**src/rtl/spi_mmio_master.sv**
```systemverilog
// SPI mode-0 master behind the MMIO SPI window: TX FIFO of {ignore, byte}, RX FIFO of received bytes.
// Bytes are shifted MSB first; cs_n stays low across back-to-back bytes and for a short trailer after.
module spi_mmio_master #(
  parameter int CLK_DIV    = 4,
  parameter int FIFO_DEPTH = 8
) (
  input  logic       clk,
  input  logic       rst,
  input  logic       spi_wr,
  input  logic       spi_rd,
  input  logic       spi_addr,
  input  logic [7:0] spi_din,
  input  logic       spi_ignore_response,
  output logic [7:0] spi_dout,
  output logic       spi_buffer_full,
  output logic       spi_buffer_empty,
  output logic       spi_data_avail,
  output logic       spi_busy,
  output logic       sclk,
  output logic       mosi,
  input  logic       miso,
  output logic       cs_n
);

  localparam int AW = $clog2(FIFO_DEPTH);
  localparam int CW = $clog2(CLK_DIV) + 1;
  localparam logic [CW-1:0] DIV_M1 = CW'(CLK_DIV - 1);
  localparam logic [AW:0]   DEPTH  = (AW + 1)'(FIFO_DEPTH);

  typedef enum logic [2:0] {IDLE, LOAD, SHIFT, DONE, TRAIL} state_t;

  state_t        state;
  logic [CW-1:0] div_cnt;
  logic [3:0]    bit_cnt;
  logic [7:0]    shreg;
  logic [7:0]    rx_shreg;
  logic          ign;

  logic [8:0]    tx_mem [FIFO_DEPTH];
  logic [AW-1:0] tx_wr_ptr, tx_rd_ptr;
  logic [AW:0]   tx_count;
  logic [7:0]    rx_mem [FIFO_DEPTH];
  logic [AW-1:0] rx_wr_ptr, rx_rd_ptr;
  logic [AW:0]   rx_count;

  logic       tx_push, tx_pop, rx_push, rx_pop;
  logic       tx_nonempty, rx_full;
  logic [8:0] tx_head;

  assign tx_nonempty = (tx_count != '0);
  assign rx_full     = (rx_count == DEPTH);
  assign tx_head     = tx_mem[tx_rd_ptr];

  // FIFO pops/pushes driven by the FSM line up with the state transitions below
  assign tx_push = spi_wr & ~spi_addr & ~spi_buffer_full;
  assign tx_pop  = tx_nonempty & ((state == IDLE) | (state == DONE));
  assign rx_push = (state == DONE) & ~ign & ~rx_full;
  assign rx_pop  = spi_rd & ~spi_addr & spi_data_avail;

  assign spi_buffer_full  = (tx_count == DEPTH);
  assign spi_buffer_empty = ~tx_nonempty;
  assign spi_data_avail   = (rx_count != '0);
  assign spi_busy         = (state != IDLE);
  assign spi_dout         = spi_data_avail ? rx_mem[rx_rd_ptr] : 8'h00;

  always_ff @(posedge clk) begin
    if (tx_push) tx_mem[tx_wr_ptr] <= {spi_ignore_response, spi_din};
    if (rx_push) rx_mem[rx_wr_ptr] <= rx_shreg;
  end

  always_ff @(posedge clk) begin
    if (rst) begin
      tx_wr_ptr <= '0;
      tx_rd_ptr <= '0;
      tx_count  <= '0;
      rx_wr_ptr <= '0;
      rx_rd_ptr <= '0;
      rx_count  <= '0;
    end else begin
      if (tx_push) tx_wr_ptr <= tx_wr_ptr + AW'(1);
      if (tx_pop)  tx_rd_ptr <= tx_rd_ptr + AW'(1);
      if (rx_push) rx_wr_ptr <= rx_wr_ptr + AW'(1);
      if (rx_pop)  rx_rd_ptr <= rx_rd_ptr + AW'(1);
      tx_count <= tx_count + (AW + 1)'(tx_push) - (AW + 1)'(tx_pop);
      rx_count <= rx_count + (AW + 1)'(rx_push) - (AW + 1)'(rx_pop);
    end
  end

  always_ff @(posedge clk) begin
    if (rst) begin
      state    <= IDLE;
      cs_n     <= 1'b1;
      sclk     <= 1'b0;
      mosi     <= 1'b0;
      shreg    <= '0;
      rx_shreg <= '0;
      ign      <= 1'b0;
      div_cnt  <= '0;
      bit_cnt  <= '0;
    end else begin
      case (state)
        IDLE: begin
          if (tx_nonempty) begin
            state   <= LOAD;
            cs_n    <= 1'b0;
            ign     <= tx_head[8];
            shreg   <= tx_head[7:0];
            mosi    <= tx_head[7];
            div_cnt <= DIV_M1;
            bit_cnt <= '0;
          end
        end
        LOAD: begin
          mosi <= shreg[7];
          if (div_cnt == '0) begin
            state   <= SHIFT;
            div_cnt <= DIV_M1;
          end else begin
            div_cnt <= div_cnt - CW'(1);
          end
        end
        SHIFT: begin
          if (div_cnt == '0) begin
            div_cnt <= DIV_M1;
            sclk    <= ~sclk;
            bit_cnt <= bit_cnt + 4'd1;
            if (!sclk) begin
              rx_shreg <= {rx_shreg[6:0], miso};
            end else begin
              shreg <= {shreg[6:0], 1'b0};
              mosi  <= shreg[6];
            end
            if (bit_cnt == 4'd15) state <= DONE;
          end else begin
            div_cnt <= div_cnt - CW'(1);
          end
        end
        DONE: begin
          // Another byte queued: reload without releasing chip select
          if (tx_nonempty) begin
            state   <= LOAD;
            ign     <= tx_head[8];
            shreg   <= tx_head[7:0];
            mosi    <= tx_head[7];
            div_cnt <= DIV_M1;
            bit_cnt <= '0;
          end else begin
            state   <= TRAIL;
            div_cnt <= DIV_M1;
          end
        end
        TRAIL: begin
          if (div_cnt == '0) begin
            state <= IDLE;
            cs_n  <= 1'b1;
            mosi  <= 1'b0;
          end else begin
            div_cnt <= div_cnt - CW'(1);
          end
        end
        default: state <= IDLE;
      endcase
    end
  end

endmodule

```
**config.mk**
```make
export PLATFORM = sky130hd
export DESIGN_NAME = spi_mmio_master
export DESIGN_NICKNAME = d
export VERILOG_FILES = /design/src/rtl/spi_mmio_master.sv
export SDC_FILE = /design/constraint.sdc
export NUM_CORES = 1
export LEC_CHECK = 0
export BUFFER_PORTS_ARGS = -buffer_cell sky130_fd_sc_hd__buf_4
export CAP_MARGIN = 30
export CORE_UTILIZATION = 45
export DETAILED_ROUTE_END_ITERATION = 8
export GPL_ROUTABILITY_DRIVEN = 0
export HOLD_SLACK_MARGIN = 0.02
export PLACE_DENSITY = 0.59
export SYNTH_ARGS = -nofsm -noshare
export SYNTH_HDL_FRONTEND = slang
export SYNTH_SLANG_ARGS = --single-unit
```
**constraint.sdc**
```tcl
create_clock -name clk -period 7.9 [get_ports clk]
set_clock_uncertainty 0.1 [all_clocks]
set_input_delay 1.185 -clock clk [delete_from_list [all_inputs] [get_ports clk]]
set_output_delay 1.185 -clock clk [all_outputs]
set_load 0.02 [all_outputs]
```
==> metrics.cfg <==
[outcome]
status = finished, final reports clean

[timing]
whs_ns = 0.360
hold_viol = 0
relSlewSlack_pct = 33.3
layout_setup_ws_ns = 4.38
drv_slew = 0
setup_viol = 0
setup_tns_ns = 0
period_share_pct = 44.5
fmax_ghz = 0.284
worst_slew_pin_slew_ns = 0.997
rsz0062_at_grt = no
period_minus_slack_ns = 3.52

[floorplanning]
die_w_um = 135
die_y_um = 135
start_util_pct = 46.1
ioPinCount = 30
core_area_mm2 = 0.0173
num_rows = 48
dieArea_mm2 = 0.0183

[synthesis]
syn-mean-instance-area_um2 = 15.0
synth_mux_area_share_pct = 13.0
ys.flop_type = edfxtp_1
synthesis.yosys.warnings = 0
synth_fa_ha_area_share_pct = 3.33
ys_ff_latch = 192
seq_area_frac_synth_pct = 65.3
synth-edff-count = 136
synth_compound_area_share_pct = 5.37
synth_xor_area_share_pct = 1.63
yosysUniqueCellTypes = 61
synth_cells = 531
ys_async_sr_fraction_pct = 0
synth-simple-area-share_pct = 8.69
synth_nets = 566
synth_top_family_by_area = multiplexers
syn_area_mm2 = 0.00797

[route]
firstDrtPassIters = 5
drc_errors = 0
via_count = 4355
routedWlPerCell_um = 18.8
drtIter0Drc = 235
wl_um = 15000
viasPerCell = 5.44
ant_nets = 0

[worst_setup_path]
critPathKind = reg -> out
rr_startpoint = state[1]$_SDFFE_PP0P_
r2r_slack_ns = 4.90
crit_family = flip-flops
cp_max_fo = 9
slowest_delay_ns = 0.72
worstSetupPathDepth = 5
arrival_ns = 2.23
path_buf_inv = 2
path_cells = buf_8 > mux4_2 > mux2i_1 > nor2_1 > buf_4
endpoint = spi_dout[7]
timing.rr.end = rx_mem[5][0]$_DFFE_PP_
crit_path_top_delay_cell = dfxtp_1
start_kind = flip-flop
cp.required_ns = 6.61
r2r_cells = 4
crit_path_end_kind = output port

[clock_network]
clock_sinks = 192
holdBufCountCts = 0
cts_max_level = 4
root_buffer = clkbuf_16
insertion_delay_ns = 0.42
cts_tree = built
ctsResizeCount = 0
path_clk_slew_ns = 0.07
numCtsBuffers = 17
clk_path_buf_depth = 2
postCtsSetupBuffers = 0

[hold_path]
min_path_type = reg -> reg

[place]
placed_cell_area_mm2 = 0.00846
dp_hpwl_um = 9900
pre_cts_ws_ns = 4.40
io_buffers = 29

[finish]
finalNetCount = 598
stdcell_area_mm2 = 0.00904
antennaDiodeCount = 0
final_layout_size_suffix_gt1_share_pct = 19.8
synthToLayoutAreaGrowth_pct = 13.3

[grt]
grt_overflow = 0
antenna_found_initial = 0
grt_pass1_wl_um = 23900
grt_pass1_vias = 4346
grtUsageTotal_pct = 17.9
grt_start_max_net_pins = 46

[power]
power.total_mw = 2.89
leakagePower_nw = 3.12
cellPowerDensity_mw_per_mm2 = 320
ir_drop_mv = 0.150

[run]
maxCapViolations = 0

-- logic make-up after synthesis --
kind of cell / count (synthesis)
buf+inv: 50
compound gates: 61
flops: 192
simple gates: 130
fa+ha+maj: 20
xor+xnor: 14
mux: 64
-- power breakdown --
part | internal, mW | switching (mW) | total (mW)
Combinational | 0.382 | 0.437 | 0.819
Sequential | 1.15 | 0.0913 | 1.24
Clock | 0.446 | 0.387 | 0.833
Total | 1.98 | 0.915 | 2.89
-- layout make-up --
class	instances	area, µm²
clock buffer	18	429
timing repair buffer	40	308
sequential	192	5200
clock inverter	14	149
inverter	23	91.3
multi-input combinational	289	2570
fill	1459	8260
tap	225	282
-- routing by layer --
layer / wire length (µm) / up-vias / track usage (%) / part of all wire (%)
met3: 413 / 13 / 3.08 / 2.7
met4: 178 / 0 / 6.74 / 1.2
met5: 0 / - / 0 / 0
met1: 6560 / 2195 / 22.7 / 44
li1: - / 2078 / - / -
met2: 7880 / 69 / 30.5 / 52
-- worst min path at each step --
stage / startpoint / to / slack (ns) / cells past startpoint
floorplan: shreg[1]$_SDFFE_PP0P_ / shreg[1]$_SDFFE_PP0P_ / 0.33 / 1
global placement: shreg[5]$_SDFFE_PP0P_ / shreg[5]$_SDFFE_PP0P_ / 0.34 / 1
detailed placement: shreg[5]$_SDFFE_PP0P_ / shreg[5]$_SDFFE_PP0P_ / 0.35 / 1
CTS: shreg[5]$_SDFFE_PP0P_ / shreg[5]$_SDFFE_PP0P_ / 0.36 / 1
global route: shreg[1]$_SDFFE_PP0P_ / shreg[1]$_SDFFE_PP0P_ / 0.39 / 1
finish: shreg[5]$_SDFFE_PP0P_ / shreg[5]$_SDFFE_PP0P_ / 0.36 / 1
-- placed cells by master, fill, tap and decap left out, types with 10 or more instances in the layout --
| master | count |
|---|---|
| nand2b_1 | 12 |
| dfxtp_1 | 56 |
| buf_4 | 39 |
| ha_1 | 18 |
| clkbuf_16 | 17 |
| a21oi_1 | 18 |
| nor3_1 | 11 |
| o21ai_0 | 10 |
| nand2_1 | 15 |
| nor2_1 | 49 |
| edfxtp_1 | 136 |
| mux2i_1 | 29 |
| inv_1 | 22 |
| mux4_2 | 31 |
-- state kept, by name (all words and copies together), names as in the netlist, 3 cells and up, named ones only --
signal     cells
tx_mem        72
rx_mem        64
rx_shreg       8
shreg          8
bit_cnt        4
rx_count       4
tx_count       4
div_cnt        3
rx_rd_ptr      3
rx_wr_ptr      3
state          3
tx_rd_ptr      3
tx_wr_ptr      3
-- Yosys cell counts (2+ instances only) --
master     number  area share (%)
o31ai_1         3            0.28
mux2i_1        29             3.6
nand2b_1       12            0.94
buf_2          11            0.69
nand4bb_1       2            0.28
a21oi_1        18             1.1
or4_1           2            0.19
a21o_1          3            0.28
mux2_2          3            0.42
or3b_1          2            0.22
o21ai_0        10            0.63
nor2b_1         6            0.47
nand2_1        15            0.71
or3_1           4            0.31
and3_1          2            0.16
a211oi_1        5            0.47
xor2_1          4            0.44
a32o_1          7            0.88
a2bb2oi_1       2            0.22
nand3_1         3            0.19
dfxtp_1        56              14
o211a_1         2            0.25
or2_1           2            0.16
fa_1            2            0.50
nor2_1         49             2.3
nor3b_1         4            0.38
nor4bb_1        2            0.25
nor4_1          3            0.24
ha_1           18             2.8
mux4_2         31             8.8
nor3_1         13            0.82
xnor2_1         9            0.99
edfxtp_1      136              51
clkbuf_1       11            0.52
buf_1           3            0.14
inv_1          22             1.0
-- metrics by stage --
stage | util [%] | std cells
final | 52.2 | 801
after global routing | 52.2 | 801
after CTS | 52.2 | 801
after detailed placement | 48.9 | 769
after global placement | 48.8 | 768
after floorplan | - | 531
(Power assumes the default switching activity.)
